==> src/rtl/uart_pkg.sv <==
// Shared UART definitions: TX state encoding, frame constants and baud helper.
package uart_pkg;

  typedef enum logic [2:0] {
    IDLE,
    POP,
    LOAD,
    START,
    DATA,
    STOP
  } uart_tx_state_t;

  localparam int unsigned UART_BITS_PER_BYTE = 8;
  localparam int unsigned UART_FRAME_BITS    = 10;

  // Clock cycles per UART bit, truncated.
  function automatic int unsigned clks_per_bit(input int unsigned clk_freq,
                                                input int unsigned baud);
    return clk_freq / baud;
  endfunction

endpackage

==> src/rtl/uart_baud_counter.sv <==
// Bit-period timer shared by UART TX/RX.
// Ports:
//   rd_clk  - clock, all logic on posedge
//   reset_n - synchronous active-low reset
//   clear   - restart the bit period (counter to 0 on the next edge)
//   tick    - registered, high on the last cycle of each bit period
module uart_baud_counter #(
  parameter int unsigned CLKS_PER_BIT = 434
) (
  input  logic rd_clk,
  input  logic reset_n,
  input  logic clear,
  output logic tick
);

  localparam int unsigned CNT_W = (CLKS_PER_BIT > 1) ? $clog2(CLKS_PER_BIT) : 1;
  localparam logic [CNT_W-1:0] LAST = CNT_W'(CLKS_PER_BIT - 1);

  logic [CNT_W-1:0] cnt_q, cnt_d;
  logic             tick_q, tick_d;

  // Tick is precomputed from the next count so it lines up with cnt_q == LAST.
  always_comb begin
    cnt_d = cnt_q + CNT_W'(1);
    if (clear || (cnt_q == LAST)) begin
      cnt_d = '0;
    end
    tick_d = (cnt_d == LAST);
  end

  always_ff @(posedge rd_clk) begin
    if (!reset_n) begin
      cnt_q  <= '0;
      tick_q <= 1'b0;
    end else begin
      cnt_q  <= cnt_d;
      tick_q <= tick_d;
    end
  end

  assign tick = tick_q;

endmodule

==> src/rtl/uart_word_tx.sv <==
// Pops DATA_LEN-bit words from a FIFO and sends them as 8N1 bytes, low byte first.
// Ports:
//   rd_clk       - read-domain clock
//   reset_n      - synchronous active-low reset
//   tx_enable    - allows new words to be popped (sampled in IDLE only)
//   fifo_empty   - FIFO empty flag (sampled in IDLE only)
//   fifo_data    - FIFO registered data_out, valid the cycle after the pop
//   fifo_read_en - one-cycle pop strobe
//   tx           - UART line, idle high
//   busy         - high whenever not IDLE
module uart_word_tx
  import uart_pkg::*;
#(
  parameter int unsigned CLK_FREQ     = 50_000_000,
  parameter int unsigned BAUD_RATE    = 115200,
  parameter int unsigned DATA_LEN     = 16,
  parameter int unsigned CLKS_PER_BIT = clks_per_bit(CLK_FREQ, BAUD_RATE)
) (
  input  logic                rd_clk,
  input  logic                reset_n,
  input  logic                tx_enable,
  input  logic                fifo_empty,
  input  logic [DATA_LEN-1:0] fifo_data,
  output logic                fifo_read_en,
  output logic                tx,
  output logic                busy
);

  localparam int unsigned BYTES  = DATA_LEN / 8;
  localparam int unsigned BYTE_W = (BYTES > 1) ? $clog2(BYTES) : 1;
  localparam int unsigned BIT_W  = $clog2(UART_BITS_PER_BYTE);
  localparam logic [BYTE_W-1:0] LAST_BYTE = BYTE_W'(BYTES - 1);
  localparam logic [BIT_W-1:0]  LAST_BIT  = BIT_W'(UART_BITS_PER_BYTE - 1);

  if ((DATA_LEN == 0) || ((DATA_LEN % 8) != 0)) begin : g_bad_data_len
    $error("uart_word_tx: DATA_LEN must be a non-zero multiple of 8");
  end
  if (CLKS_PER_BIT < 2) begin : g_bad_clks_per_bit
    $error("uart_word_tx: CLKS_PER_BIT must be at least 2");
  end

  uart_tx_state_t      state_q, state_d;
  logic [BIT_W-1:0]    bit_idx_q, bit_idx_d;
  logic [BYTE_W-1:0]   byte_idx_q, byte_idx_d;
  logic [DATA_LEN-1:0] shift_q, shift_d;
  logic                tx_q, tx_d;
  logic                fifo_read_en_q, fifo_read_en_d;
  logic                busy_q, busy_d;
  logic                baud_clear_c;
  logic                baud_tick;

  uart_baud_counter #(
    .CLKS_PER_BIT(CLKS_PER_BIT)
  ) u_baud (
    .rd_clk (rd_clk),
    .reset_n(reset_n),
    .clear  (baud_clear_c),
    .tick   (baud_tick)
  );

  // Next state plus outputs; outputs are derived from the next state so the
  // registered versions line up with the state they belong to.
  always_comb begin
    state_d    = state_q;
    bit_idx_d  = bit_idx_q;
    byte_idx_d = byte_idx_q;
    shift_d    = shift_q;

    case (state_q)
      IDLE: begin
        if (!fifo_empty && tx_enable) begin
          state_d = POP;
        end
      end
      POP: begin
        state_d = LOAD;
      end
      LOAD: begin
        shift_d    = fifo_data;
        byte_idx_d = '0;
        state_d    = START;
      end
      START: begin
        if (baud_tick) begin
          bit_idx_d = '0;
          state_d   = DATA;
        end
      end
      DATA: begin
        // The word shifts right once per data bit, so bit 0 is always on the line.
        if (baud_tick) begin
          shift_d = shift_q >> 1;
          if (bit_idx_q == LAST_BIT) begin
            state_d = STOP;
          end else begin
            bit_idx_d = bit_idx_q + BIT_W'(1);
          end
        end
      end
      STOP: begin
        if (baud_tick) begin
          if (byte_idx_q < LAST_BYTE) begin
            byte_idx_d = byte_idx_q + BYTE_W'(1);
            state_d    = START;
          end else begin
            state_d = IDLE;
          end
        end
      end
      default: begin
        state_d = IDLE;
      end
    endcase

    baud_clear_c   = (state_d != state_q);
    fifo_read_en_d = (state_d == POP);
    busy_d         = (state_d != IDLE);
    tx_d           = 1'b1;
    if (state_d == START) begin
      tx_d = 1'b0;
    end else if (state_d == DATA) begin
      tx_d = shift_d[0];
    end
  end

  always_ff @(posedge rd_clk) begin
    if (!reset_n) begin
      state_q        <= IDLE;
      bit_idx_q      <= '0;
      byte_idx_q     <= '0;
      shift_q        <= '0;
      tx_q           <= 1'b1;
      fifo_read_en_q <= 1'b0;
      busy_q         <= 1'b0;
    end else begin
      state_q        <= state_d;
      bit_idx_q      <= bit_idx_d;
      byte_idx_q     <= byte_idx_d;
      shift_q        <= shift_d;
      tx_q           <= tx_d;
      fifo_read_en_q <= fifo_read_en_d;
      busy_q         <= busy_d;
    end
  end

  assign tx           = tx_q;
  assign fifo_read_en = fifo_read_en_q;
  assign busy         = busy_q;

endmodule

==> config.mk <==
export PLATFORM = sky130hd
export DESIGN_NAME = uart_word_tx
export DESIGN_NICKNAME = d
export VERILOG_FILES = /design/src/rtl/uart_pkg.sv /design/src/rtl/uart_baud_counter.sv /design/src/rtl/uart_word_tx.sv
export SDC_FILE = /design/constraint.sdc
export NUM_CORES = 1
export LEC_CHECK = 0
export CAP_MARGIN = 5
export CORE_MARGIN = 3
export CORE_UTILIZATION = 40
export DETAILED_ROUTE_END_ITERATION = 8
export SYNTH_ARGS = -nofsm -noshare
export SYNTH_HDL_FRONTEND = slang
export SYNTH_SLANG_ARGS = --single-unit
==> constraint.sdc <==
create_clock -name rd_clk -period 1.7 [get_ports rd_clk]
set_clock_uncertainty 0.05 [all_clocks]
set_input_delay 0.255 -clock rd_clk [delete_from_list [all_inputs] [get_ports rd_clk]]
set_output_delay 0.255 -clock rd_clk [all_outputs]
set_load 0.01 [all_outputs]
---- Word-level counts from Yosys, hierarchy flattened ----
Index checks and enable logic that the tools add are counted.
cells by class
  reduce and logical (&&, ||, !) cells .... 11
  equal/unequal tests ..................... 17
  order comparisons ....................... 1
  mux-type cells .......................... 19
  add/sub/neg operators ................... 3
operator list
  operator                                                                 count
  16-bit case mux with 2 select lines                                      1
  3-bit 2-to-1 mux                                                         8
  9-bit equality test, second input constant                               2
  3-bit case mux with 6 select lines                                       1
  16-bit 2-to-1 mux                                                        1
  3-bit equality test, second input constant                               4
  9-bit by 1-bit adder with 9-bit output, second input constant            1
  3-bit by 2-bit equality test with 1-bit output, second input constant    3
  9-bit 2-to-1 mux                                                         1
  3-bit by 1-bit equality test with 1-bit output, second input constant    2
  2-bit by 1-bit inequality test with 1-bit output, second input constant  3
  3-bit case mux with 2 select lines                                       1
  2-bit nonzero test                                                       3
  1-bit 2-to-1 mux                                                         4
  2-bit inequality test, second input constant                             2
  4-bit AND reduction                                                      1
  3-bit by 1-bit adder with 3-bit output, second input constant            1
  3-bit logical NOT                                                        1
  3-bit inequality test                                                    1
  3-bit AND reduction                                                      1
  3-bit nonzero test                                                       1
  2-bit 2-to-1 mux                                                         1
  1-bit case mux with 2 select lines                                       1
  2-bit AND reduction                                                      1
  5 further kinds                                                          5
storage, ports and cells
  logic and storage cells ................. 61
  flip-flop bits (word level) ............. 36
  output and inout bits ................... 3
  bits of input ports ..................... 20

---- Logic depth before layout (Yosys ltp) ----
Gate-level depths: netlist (run 1).
  depth after elaboration ................. 8
  gate-level depth with buffers ........... 7
  gate-level depth less buffers ........... 6

---- Hierarchy ----
Synthesis (run 1) repeated with hierarchy kept, for this count alone.
unflattened totals
  cells, all modules ...................... 192
  area, all modules ....................... 1690.4 µm²
modules (own cells, without submodules)
  module             cells an instance  seq. area each (µm²)  area an instance (µm²)  instances
  uart_word_tx       143                520.5                 1234.9                  1
  uart_baud_counter  49                 200.2                 455.4                   1

---- Worst setup path before layout (run 1) ----
Ideal clock, no wire load.
  kind .................................... reg-to-reg
  start ................................... reg state_q[2]
  end ..................................... reg tx_q (netlist: tx)
  arrival ................................. 1.457 ns
  stages on the path, launching flop included .. 7
  setup slack ............................. 0.071 ns
  buffers on the path ..................... 2
  setup time .............................. 0.122 ns
  required time ........................... 1.528 ns
  period minus slack after synthesis ...... 1.629 ns
  cell sequence ........................... dfxtp_1 > buf_6 > nor4bb_1 > buf_2 > a32o_1 > or2_1 > o32a_1
on the way
  word-level cells in the longest chain between the ends .. 6
  elaborated cells on any way between the ends .. 17
  those cells by class .................... eq/ne (7); mux (9); reduce/logical (1)
RTL lines
  what                                line                 RTL
  from (decl)                         uart_word_tx.sv:42   uart_tx_state_t state_q, state_d;
  from (signal assigned)              uart_word_tx.sv:136  state_q <= state_d;
  3-bit 2-to-1 mux                    uart_word_tx.sv:93   if (bit_idx_q == LAST_BIT) begin
  3-bit 2-to-1 mux                    uart_word_tx.sv:91   if (baud_tick) begin
  3-bit case mux with 6 select lines  uart_word_tx.sv:69   case (state_q)
  3-bit equality test                 uart_word_tx.sv:121  end else if (state_d == DATA) begin
  1-bit 2-to-1 mux                    uart_word_tx.sv:121
  1-bit 2-to-1 mux *                  uart_word_tx.sv:119  if (state_d == START) begin
  to (signal assigned)                uart_word_tx.sv:140  tx_q <= tx_d;
  to (decl)                           uart_word_tx.sv:46   logic tx_q, tx_d;
Mark *: on every way between the ends. The rest lies on a longest branch, timed or not.
A chain may end at the register's enable or synchronous reset.

---- Final worst setup path (run 1) ----
  start ................................... reg bit_idx_q[0]
  end ..................................... reg tx_q (netlist: tx)
on the way
  word-level cells in the longest chain between the ends .. 7
  elaborated cells on any way between the ends .. 8
  those cells by class .................... eq/ne (3); mux (5)
RTL lines
  what                                  line                 RTL
  from (decl)                           uart_word_tx.sv:43   logic [BIT_W-1:0] bit_idx_q, bit_idx_d;
  from (signal assigned)                uart_word_tx.sv:137  bit_idx_q <= bit_idx_d;
  3-bit equality test *                 uart_word_tx.sv:93
  3-bit 2-to-1 mux *                    uart_word_tx.sv:93
  3-bit 2-to-1 mux *                    uart_word_tx.sv:91
  3-bit case mux with 6 select lines *  uart_word_tx.sv:69
  3-bit equality test                   uart_word_tx.sv:121
  1-bit 2-to-1 mux                      uart_word_tx.sv:121
  1-bit 2-to-1 mux *                    uart_word_tx.sv:119
Marked as above.

==> impl_metrics.toml, run 1 <==
[outcome]
status = "finished, final reports clean"

[placement]
placed_cells = 265
portBuffers = 22
dp_slack_ps = -65.3
dpl.hpwl_mm = 2.64
gp_congestion = 0.901

[global_route]
grt_max_degree = 16
grt_pass1_wl_mm = 5.90
antenna_found_initial = 0
grt_pass1_vias = 1270
grt_usage = 0.150
overflow = 0

[floorplanning]
core_mm2 = 0.00383
die_h_um = 70.3
ios = 23
start_util = 0.432
rows = 22
fp.dieW_um = 70.3
dieArea_mm2 = 0.00494

[flow_run]
drv_cap = 0

[layout]
drive_gt1_frac = 0.151
final_util = 0.562
nets = 248
fillCellCount = 345
diodes = 0
stdcell_count = 273
area_growth_pct = 30.1

[timing]
rsz0062_at_grt = "no"
finalHoldViolCount = 0
holdWs_ps = 404
maxSlewViolCount = 0
period_needed_ps = 1650
fin_crit_sh = 0.971
setup_viol = 0
worst_pin_slew_ps = 307
slew_headroom = 0.795
setup_ws_ps = 48.9
fmaxAchievable_ghz = 0.606

[synthesis]
yosysTopAreaCell = "dfxtp_1"
synth_area_per_cell_um2 = 8.79
synth_cell_types = 44
synth_top_cell_area_share = 0.436
synthTopCellsByArea = "dfxtp_1 44%, a22oi_1 7.3%, a21oi_1 5.1%"
syn_area_mm2 = 0.00165
synth_fp_nets = 212
ys_seq_area_frac = 0.436
synth-seq-cells = 36
netlist_instances = 188
yosysWarningCount = 0

[worst_setup_path]
crit_path_end_kind = "flop"
critPathLaunchType = "flop"
crit_fanout = 3
path_class = "reg2reg"
required_ps = 1820
critPathArrivalTime_ps = 1770

[hold_path]
hold_class = "reg2reg"

[power]
power_uw = 1770
ir_drop_uv = 618
leakage_uw = 0.000800
powerDensity_mw_per_mm2 = 825

[cts]
clk_latency_ps = 280
htreeDepth = 2
cts.sinks = 36
cts_tree = "yes"
post-cts-setup-buffer-count = 0
cts.path.max_buffers = 2
cts_buffers = 5
path_clk_slew_ps = 70
cts_root_buf = "clkbuf_8"

[route]
routed_wl_mm = 3.78
wl_per_cell_um = 13.8
drt_iter0_drc = 115
vias = 1459
viasPerCell = 5.34
firstDrtPassIters = 4
route.detailed.drc = 0
ant_nets = 0
## worst max-delay path: stages (launching register included)
cell     delay [ps]
dfxtp_1         330
ha_1            200
ha_2            190
a32o_1          220
or2_1           220
o32a_1          340
## placed cells by master (no fill, tap or decap), types with 2 or more instances in the layout
cell type,synthesis,final
a21oi_1,17,17
a22oi_1,16,16
a32o_1,2,2
and3_1,4,4
buf_4,0,17
clkbuf_1,6,2
clkbuf_8,0,6
clkdlybuf4s50_1,0,22
dfxtp_1,36,36
ha_1,4,3
inv_1,5,5
mux2i_1,3,3
nand2_1,22,22
nand3_1,5,5
nor2_1,15,15
nor2b_1,2,2
nor3_1,4,3
nor3b_1,7,7
o21a_1,2,2
o21ai_0,3,3
xnor2_1,4,4
xor2_1,2,2
## state kept, by name, summed over array words and instances (netlist names)
signal        flops
bit_idx_q         3
busy              1
byte_idx_q        1
fifo_read_en      1
shift_q          16
state_q           3
tx                1
u_baud.cnt_q      9
u_baud.tick       1
## where the power goes
group          internal [µW]  switching (µW)  total [µW]
logic                    132             123         255
clock network            330             282         612
registers                880            27.2         907
## kinds of logic after synthesis
| family | synth area share |
|---|---|
| adders and majority gates | 0.0303 |
| muxes | 0.0250 |
| buffers and inverters | 0.0431 |
| DFF | 0.436 |
| xor gates and xnor gates | 0.0318 |
| and+or+nand+nor | 0.226 |
| AOI/OAI and AO/OA | 0.208 |
## path summary, 6_finish.rpt
| path | from | end | slack [ps] | depth (start not counted) |
|---|---|---|---|---|
| setup / recovery | bit_idx_q[0]$_SDFFE_PN0P_ | tx$_SDFF_PN1_ | 50 | 5 |
| hold / removal | shift_q[3]$_SDFFE_PN0P_ | shift_q[3]$_SDFFE_PN0P_ | 400 | 2 |
| setup reg to reg | bit_idx_q[0]$_SDFFE_PN0P_ | tx$_SDFF_PN1_ | 50 | 5 |
| hold reg to reg | shift_q[3]$_SDFFE_PN0P_ | shift_q[3]$_SDFFE_PN0P_ | 400 | 2 |
## stage by stage
step	setup TNS (ps)	instance area (µm²)
5_1_grt	0	2150
2_1_floorplan	0	1650
6_report	0	2150
3_3_place_gp	-53.7	2020
4_1_cts	0	2130
3_5_place_dp	-249	2020
## Yosys cell counts (all sizes together)
cell and instances:
ha 4, xor2 2, and2 1, and3b 1, mux2 1, or4 1
or2 1, dfxtp 36, nor2 16, o21a 2, a32o 2, nand2b 1
a32oi 1, nand4bb 1, buf 4, o31ai 1, a22oi 16, nor3 4
nor2b 2, nand4 1, a211oi 1, o311a 1, clkbuf 6, a22o 1
a31oi 2, xnor2 4, and3 4, o21ai 5, inv 6, nor4b 2
nand2 22, nor3b 8, a21o 1, a21oi 17, nor4bb 1, mux2i 3
o32a 1, nand3 5
## layer usage
metal  GRT usage  vias up  routed length, µm
li1            -      748                  -
met1       0.198      677               1810
met2       0.226       29               1710
met3      0.0432        5                191
met4      0.0660        0                 65
met5           0        -                  0
## repair_timing
action	in CTS	in global routing
hold buffers	0	0
pin swaps	0	1
setup endpoints to repair	9	8
resized for setup	3	4
## final cells by class
type | instances | area, µm² | area share
Sequential cell | 36 | 721 | 0.335
Timing Repair Buffer | 39 | 348 | 0.162
Inverter | 6 | 22.5 | 0.0105
Clock buffer | 8 | 90.1 | 0.0419
Multi-Input combinational cell | 136 | 910 | 0.423
Tap cell | 48 | 60.1 | 0.0279
Note: power is estimated with default switching activity, not from simulation.
==> inputs of run 2 (changes only) <==
CORE_ASPECT_RATIO = 1.1   (was default)
PLACE_DENSITY = 0.7   (was default)
==> impl_metrics.toml, run 2 (synthesis results as in run 1) <==
[worst_setup_path]
path_delay_family = "compound AO/OA/AOI/OAI gates"
crit_fanout = 3
cp_cell_sequence = "ha_2 > ha_4 > a32o_1 > or2_1 > o32a_1"
required_ps = 1830
critPathLaunch = "bit_idx_q[0]$_SDFFE_PN0P_"
rr_worst_depth = 5
critPathSlowestCell = "dfxtp_2"
r2r-start = "bit_idx_q[0]$_SDFFE_PN0P_"
timing.rr.end = "tx$_SDFF_PN1_"
critPathArrivalTime_ps = 1770
path_class = "reg2reg"
crit_path_end_kind = "flop"
slowest_delay_ps = 340
rrSetupSlack_ps = 50
critPathLaunchType = "flop"
critPathBufInv = 0

[hold_path]
min-delay-start = "shift_q[14]$_SDFFE_PN0P_"
min_to = "shift_q[14]$_SDFFE_PN0P_"
holdPathStages = 2
hold_class = "reg2reg"

[layout]
layout_common_cells = "32 x dfxtp_1, 22 x nand2_1, 22 x clkdlybuf4s50_1, 17 x a21oi_1"
fillCellCount = 356
fin_area_mm2 = 0.00220
drive_gt1_frac = 0.178
nets = 248
diodes = 0
final_util = 0.579
regMostFlops = "shift_q"
area_growth_pct = 33.2
reg.largest.list = "shift_q (16), u_baud.cnt_q (9)"
final_common_cell = "dfxtp_1"
largest_reg_flops = 16

[flow_run]
drv_cap = 0

[route]
wl_per_cell_um = 13.7
viasPerCell = 5.36
routed_wl_mm = 3.77
vias = 1474
firstDrtPassIters = 3
drt_iter0_drc = 76
route.detailed.drc = 0
ant_nets = 0

[floorplanning]
core_mm2 = 0.00380
fp.dieW_um = 67.3
die_h_um = 73.4
rows = 23
ios = 23
start_util = 0.435
dieArea_mm2 = 0.00494

[power]
power_uw = 1900
ir_drop_uv = 617
powerDensity_mw_per_mm2 = 865
leakage_uw = 0.000810

[timing]
finalHoldViolCount = 0
fmaxAchievable_ghz = 0.607
worst_pin_slew_ps = 338
period_needed_ps = 1650
slew_headroom = 0.772
maxSlewViolCount = 0
setup_ws_ps = 53.3
fin_crit_sh = 0.969
setup_viol = 0

[global_route]
grt_pass1_wl_mm = 6.52
antenna_found_initial = 0
grt_pass1_vias = 1439
grt_max_degree = 19
overflow = 0
grt_usage = 0.170

[placement]
placed_area_mm2 = 0.00203
portBuffers = 22
gp_congestion = 0.834
dpl.hpwl_mm = 2.59
dp_slack_ps = -74.6

[cts]
post-cts-setup-buffer-count = 0
clk_latency_ps = 290
htreeDepth = 2
cts_tree = "yes"
cts.sinks = 36
cts_buffers = 5
path_clk_slew_ps = 80
cts.path.max_buffers = 2
cts_root_buf = "clkbuf_8"

[outcome]
status = "finished, final reports clean"
[run 2: changes by cell type in the layout (fill, tap and decap cells not counted), sizes merged]
cell,change
bufinv,+1
clkinvlp,+1
clkinv,+1
clkbuf,-3
[run 2: worst reg2reg max path, cell delays in order (launching register included)]
cell and delay [ps]:
dfxtp_2 340, ha_2 200, ha_4 170, a32o_1 220, or2_1 230, o32a_1 340
[run 2: how the worst max path moves through the flow]
| stage | end | slack (ps) | depth (start not counted) |
|---|---|---|---|
| 2_1_floorplan | tx$_SDFF_PN1_ | 70 | 6 |
| 3_3_place_gp | tx$_SDFF_PN1_ | -60 | 5 |
| 3_5_place_dp | tx$_SDFF_PN1_ | -70 | 5 |
| 4_1_cts | u_baud.tick$_SDFF_PN0_ | -30 | 5 |
| 5_1_grt | tx$_SDFF_PN1_ | -2 | 5 |
| 6_report | tx$_SDFF_PN1_ | 50 | 5 |
[run 2: repair_timing]
item / 4_1_cts / 5_1_grt
endpoints found under the setup margin: 9 / 13
resized for setup: 3 / 10
pin swaps: 0 / 1
hold buffers: 0 / 0
[run 2: layout make-up]
cell class	instances	area [µm²]	share of cell area
Clock buffer	5	68.8	0.0313
Clock inverter	3	42.5	0.0193
Inverter	6	22.5	0.0102
Multi-Input combinational cell	136	916	0.416
Sequential cell	36	728	0.331
Tap cell	50	62.6	0.0284
Timing Repair Buffer	39	360	0.164
[run 2: where the power goes]
group	leakage [µW]	switching [µW]	internal, µW
registers	0.000294	27.0	878
logic	0.000462	121	135
clock network	0.0000541	308	434
total	0.000810	456	1450
[run 2: stage by stage]
stage | hold WS, ps | cells | setup TNS [ps]
CTS | 408 | 275 | -26.0
finish | 407 | 275 | 0
detailed placement | 396 | 267 | -74.6
global route | 437 | 275 | -1.87
floorplan | 317 | 188 | 0
global placement | 391 | 267 | -56.0
[run 2: per-layer routing]
layer	wire length, µm	GRT usage	up-vias
met5	0	0	-
met4	66	0.0608	0
met3	69	0.0459	8
met2	1860	0.282	16
met1	1770	0.211	702
li1	-	-	748
==> inputs of run 3 (changes only) <==
CORE_MARGIN = 2   (was 3)
==> impl_metrics.toml, run 3 (synthesis results as in run 1) <==
[cts]
cts.sinks = 36
cts_root_buf = "clkbuf_8"
cts_tree = "yes"
path_clk_slew_ps = 70
clk_latency_ps = 290
post-cts-setup-buffer-count = 0
htreeDepth = 2
cts.path.max_buffers = 2
cts_buffers = 5

[timing]
worst_pin_slew_ps = 350
holdWs_ps = 405
period_needed_ps = 1640
slew_headroom = 0.765
maxSlewViolCount = 0
fin_crit_sh = 0.965
finalHoldViolCount = 0
setup_viol = 0
fmaxAchievable_ghz = 0.610
rsz0062_at_grt = "no"

[global_route]
grt_pass1_wl_mm = 5.79
overflow = 0
grt_pass1_vias = 1413
antenna_found_initial = 0
grt_usage = 0.158
grt_max_degree = 24

[layout]
nets = 251
diodes = 0
final_common_cell = "dfxtp_1"
layout_common_cells = "34 x dfxtp_1, 22 x nand2_1, 22 x clkdlybuf4s50_1, 19 x buf_4, 17 x a21oi_1"
regMostFlops = "shift_q"
stdcell_count = 280
reg.largest.list = "shift_q (16), u_baud.cnt_q (9)"
fillCellCount = 358
area_growth_pct = 32.2
largest_reg_flops = 16
drive_gt1_frac = 0.158

[worst_setup_path]
rrSetupSlack_ps = 60
required_ps = 1830
timing.rr.end = "tx$_SDFF_PN1_"
critPathLaunchType = "flop"
rr_worst_depth = 5
crit_fanout = 3
path_class = "reg2reg"
critPathArrivalTime_ps = 1770
r2r-start = "bit_idx_q[0]$_SDFFE_PN0P_"
crit_path_end_kind = "flop"

[power]
leakage_uw = 0.000825
ir_drop_uv = 411
powerDensity_mw_per_mm2 = 866

[floorplanning]
fp.dieW_um = 65.3
rows = 24
core_mm2 = 0.00396
start_util = 0.417
ios = 23
die_h_um = 71.4
dieArea_mm2 = 0.00466

[outcome]
status = "finished, final reports clean"

[hold_path]
min_to = "shift_q[3]$_SDFFE_PN0P_"
hold_class = "reg2reg"
min-delay-start = "shift_q[3]$_SDFFE_PN0P_"
holdPathStages = 2

[flow_run]
drv_cap = 0

[route]
route.detailed.drc = 0
firstDrtPassIters = 4
viasPerCell = 5.13
routed_wl_mm = 3.32
vias = 1437
wl_per_cell_um = 11.9
ant_nets = 0
drt_iter0_drc = 99

[placement]
gp_congestion = 0.850
portBuffers = 22
dpl.hpwl_mm = 2.40
placed_cells = 272
## run 3: cell types whose count changed in the layout (fill, tap and decap cells not counted), sizes merged
| cell | delta |
|---|---|
| clkbuf | +1 |
| buf | +3 |
| clkinvlp | -1 |
## run 3: repair_timing
| action | CTS | global route |
|---|---|---|
| hold buffers | 0 | 0 |
| gates resized for setup | 0 | 5 |
| endpoints found under the setup margin | 0 | 15 |
## run 3: worst max-delay path, stage by stage, from the launching register on
cell and delay, ps:
dfxtp_1 330, ha_1 200, ha_2 190, a32o_1 210
or2_1 220, o32a_1 340
## run 3: cell type report
class                   instances  area (µm²)  area share
well taps                      52        65.1      0.0298
multi-input cells             136         885       0.405
flip-flops and latches         36         723       0.331
repair buffers                 42         383       0.175
clock inverters                 2        35.0      0.0160
clock buffers                   6        72.6      0.0332
inverters                       6        22.5      0.0103
## run 3: how the worst max path moves through the flow
stage	from	end	slack [ps]
after global routing	state_q[2]$_SDFF_PN0_	tx$_SDFF_PN1_	10
after floorplan	state_q[2]$_SDFF_PN0_	tx$_SDFF_PN1_	70
after CTS	state_q[1]$_SDFF_PN0_	tx$_SDFF_PN1_	2
after global placement	fifo_empty	tx$_SDFF_PN1_	-40
final	bit_idx_q[0]$_SDFFE_PN0P_	tx$_SDFF_PN1_	60
after detailed placement	fifo_empty	tx$_SDFF_PN1_	-60
## run 3: through the flow
stage | setup WS [ps] | instance area, µm² | TNS [ps] | util | total power, µW
after global placement | -44.0 | 2060 | -44.0 | 0.519 | 1180
after detailed placement | -61.3 | 2060 | -61.3 | 0.519 | 1180
after floorplan | 70.8 | 1650 | 0 | - | 1050
after global routing | 10.9 | 2190 | 0 | 0.551 | 1990
after CTS | 1.84 | 2170 | 0 | 0.546 | 1910
final | 60.3 | 2190 | 0 | 0.551 | 1890
## run 3: layer usage
| layer | global-route usage | up-vias | routed length, µm |
|---|---|---|---|
| met4 | 0.0764 | 0 | 58 |
| met2 | 0.266 | 27 | 1620 |
| li1 | - | 757 | - |
| met1 | 0.183 | 647 | 1490 |
| met3 | 0.0440 | 6 | 149 |
| met5 | 0 | - | 0 |
## run 3: power by group
| part | switching (µW) | leakage, µW | internal (µW) |
|---|---|---|---|
| registers | 28.6 | 0.000293 | 880 |
| clock network | 296 | 0.0000552 | 435 |
| logic | 112 | 0.000476 | 140 |
| total | 437 | 0.000825 | 1460 |
==> edit, RTL diff (settings of run 3) <==
Take the reset off `shift_q` and load it in a clocked block of its own.
--- a/src/rtl/uart_word_tx.sv
+++ b/src/rtl/uart_word_tx.sv
@@ -129,5 +129,4 @@
       bit_idx_q      <= '0;
       byte_idx_q     <= '0;
-      shift_q        <= '0;
       tx_q           <= 1'b1;
       fifo_read_en_q <= 1'b0;
@@ -137,9 +136,12 @@
       bit_idx_q      <= bit_idx_d;
       byte_idx_q     <= byte_idx_d;
-      shift_q        <= shift_d;
       tx_q           <= tx_d;
       fifo_read_en_q <= fifo_read_en_d;
       busy_q         <= busy_d;
     end
+  end
+
+  always_ff @(posedge rd_clk) begin
+    shift_q <= shift_d;
   end
 
Formal check against the unedited RTL: no difference found for any inputs over 10 cycles, from zero or initial values and one cycle with reset_n low; that may be too few to reach the edited logic, so the function may still have changed.
==> edit against run 3 <==
Area after synthesis is 1.4% higher; synthesized cell count is 18% lower; power rose by 1.4%; critical path type is now primary input to register; cell area is 1.4% higher; first-iteration DRC count decreased by 38%; count of clock-buffer cells in the layout down 1; setup slack lost 0.020 ns; routed wire length is 6.7% higher; cell count down 12%; sequential power is 6.4% higher; sequential cell count unchanged.
==> edit: results (changes against run 3) <==
The run gives 4.03% (was 4.40%) as the global routing met3 resource utilization. The sum of met3 wire segment lengths after detailed routing came out at 121 um (was 149 um). The first-pass GRT wire length was 5.90 mm (was 5.79 mm). The tools report the estimated wirelength of the detail-placed design as 2.43 mm (was 2.40 mm).

The global router's overall resource usage was 16.3% (was 15.8%); the number of ordinary inverters in the final layout was 3 (was 6). The post-synth net total was 179 (was 212). The post-synthesis share of cell area spent on full adders, half adders and majority gates is 2.99% (was 3.03%), and the worst hold slack is 0.432 ns (was 0.405 ns).

The depth of the most critical reg-to-reg path came out at 6 (was 5). The critical hold path startpoint is shift_q[0]$_DFF_P_ (was shift_q[3]$_SDFFE_PN0P_). The mux cell area share after synthesis was 1.79% (was 2.50%).

The tools report the endpoint of the worst hold path as shift_q[0]$_DFF_P_ (was shift_q[3]$_SDFFE_PN0P_). The flow ran to the end, and the final reports show no timing, DRC or antenna violations. Count of flip-flops with a built-in enable after synthesis: 15 (was 0).

Area contributors post-synth: sky130_fd_sc_hd__edfxtp_1 27%, sky130_fd_sc_hd__dfxtp_1 25%, sky130_fd_sc_hd__a22o_1 7.3%, sky130_fd_sc_hd__nor2_1 3.1%, sky130_fd_sc_hd__ha_1 3.0% (was sky130_fd_sc_hd__dfxtp_1 44%, sky130_fd_sc_hd__a22oi_1 7.3%, sky130_fd_sc_hd__a21oi_1 5.1%, sky130_fd_sc_hd__nand2_1 5.0%, sky130_fd_sc_hd__nor2_1 3.4%). For the routed metal-1 wirelength, the log shows 1.57 mm (was 1.49 mm). Number of different library cells in the post-synthesis netlist: 42 (was 44). The endpoint of the worst-slack reg-to-reg timing path was u_baud.tick$_SDFF_PN0_ (was tx$_SDFF_PN1_).

The placement-stage cell area was 0.00205 mm2 (was 0.00206 mm2). The run gives 0.623 mV (was 0.411 mV) as the maximum vdd ir drop. The xor/xnor cell area share of the yosys netlist came out at 3.66% (was 3.18%). The multi-input logic portion of the cell area was 36.1% (was 40.5%). Share of layout cells above drive strength 1: 22.7% (was 15.8%).

The compound-gate portion of the synthesized area is 15.9% (was 20.8%). Initial DRC count: 61 (was 99). Most used standard cells in the synthesized netlist: 21 x sky130_fd_sc_hd__dfxtp_1, 15 x sky130_fd_sc_hd__edfxtp_1, 14 x sky130_fd_sc_hd__a22o_1, 14 x sky130_fd_sc_hd__nor2_1, 9 x sky130_fd_sc_hd__nand2_1 (was 36 x sky130_fd_sc_hd__dfxtp_1, 22 x sky130_fd_sc_hd__nand2_1, 17 x sky130_fd_sc_hd__a21oi_1). The run gives 1.78 mm (was 1.62 mm) as the routed length on met2. The data arrival time of the critical path was 1.79 ns (was 1.77 ns).

The count of buffers not belonging to the clock network in the layout works out to 40 (was 42).
==> edit: cell count changes after synthesis, moves of 4 or more <==
cell and change:
sky130_fd_sc_hd__dfxtp_1 -15, sky130_fd_sc_hd__and2_1 +4, sky130_fd_sc_hd__a22oi_1 -15, sky130_fd_sc_hd__edfxtp_1 +15, sky130_fd_sc_hd__nor3b_1 -6, sky130_fd_sc_hd__a21oi_1 -13
sky130_fd_sc_hd__a22o_1 +13, sky130_fd_sc_hd__nand2_1 -13, sky130_fd_sc_hd__and3_1 -4
==> edit: worst max path at each step <==
stage	slack [ns]	to	start
after global routing	-0.04	u_baud.tick$_SDFF_PN0_	state_q[1]$_SDFF_PN0_
after floorplan	0.07	tx$_SDFF_PN1_	state_q[2]$_SDFF_PN0_
after global placement	-0.19	u_baud.tick$_SDFF_PN0_	tx_enable
final	0.04	u_baud.tick$_SDFF_PN0_	tx_enable
after detailed placement	-0.22	u_baud.tick$_SDFF_PN0_	tx_enable
after CTS	0.006	fifo_read_en$_SDFF_PN0_	state_q[2]$_SDFF_PN0_
==> edit: stage by stage <==
stage / std cells / TNS [ns]
after floorplan: 155 / 0
after global placement: 235 / -1.77
after detailed placement: 235 / -2.21
after CTS: 244 / 0
after global routing: 246 / -0.0478
final: 246 / 0
==> edit: what timing repair did <==
| item | in CTS | in global routing |
|---|---|---|
| pin swaps | 1 | 2 |
| hold buffers | 0 | 0 |
| gates cloned | 0 | 1 |
| setup buffers | 1 | 1 |
| gates resized for setup | 1 | 8 |
| setup endpoints to repair | 2 | 19 |
==> edit: worst max-delay path: stages <==
cell and delay, ns:
sky130_fd_sc_hd__clkdlybuf4s50_1 0.47, sky130_fd_sc_hd__or3b_2 0.45, sky130_fd_sc_hd__a211o_1 0.39, sky130_fd_sc_hd__nand4_4 0.15, sky130_fd_sc_hd__nor4_1 0.07
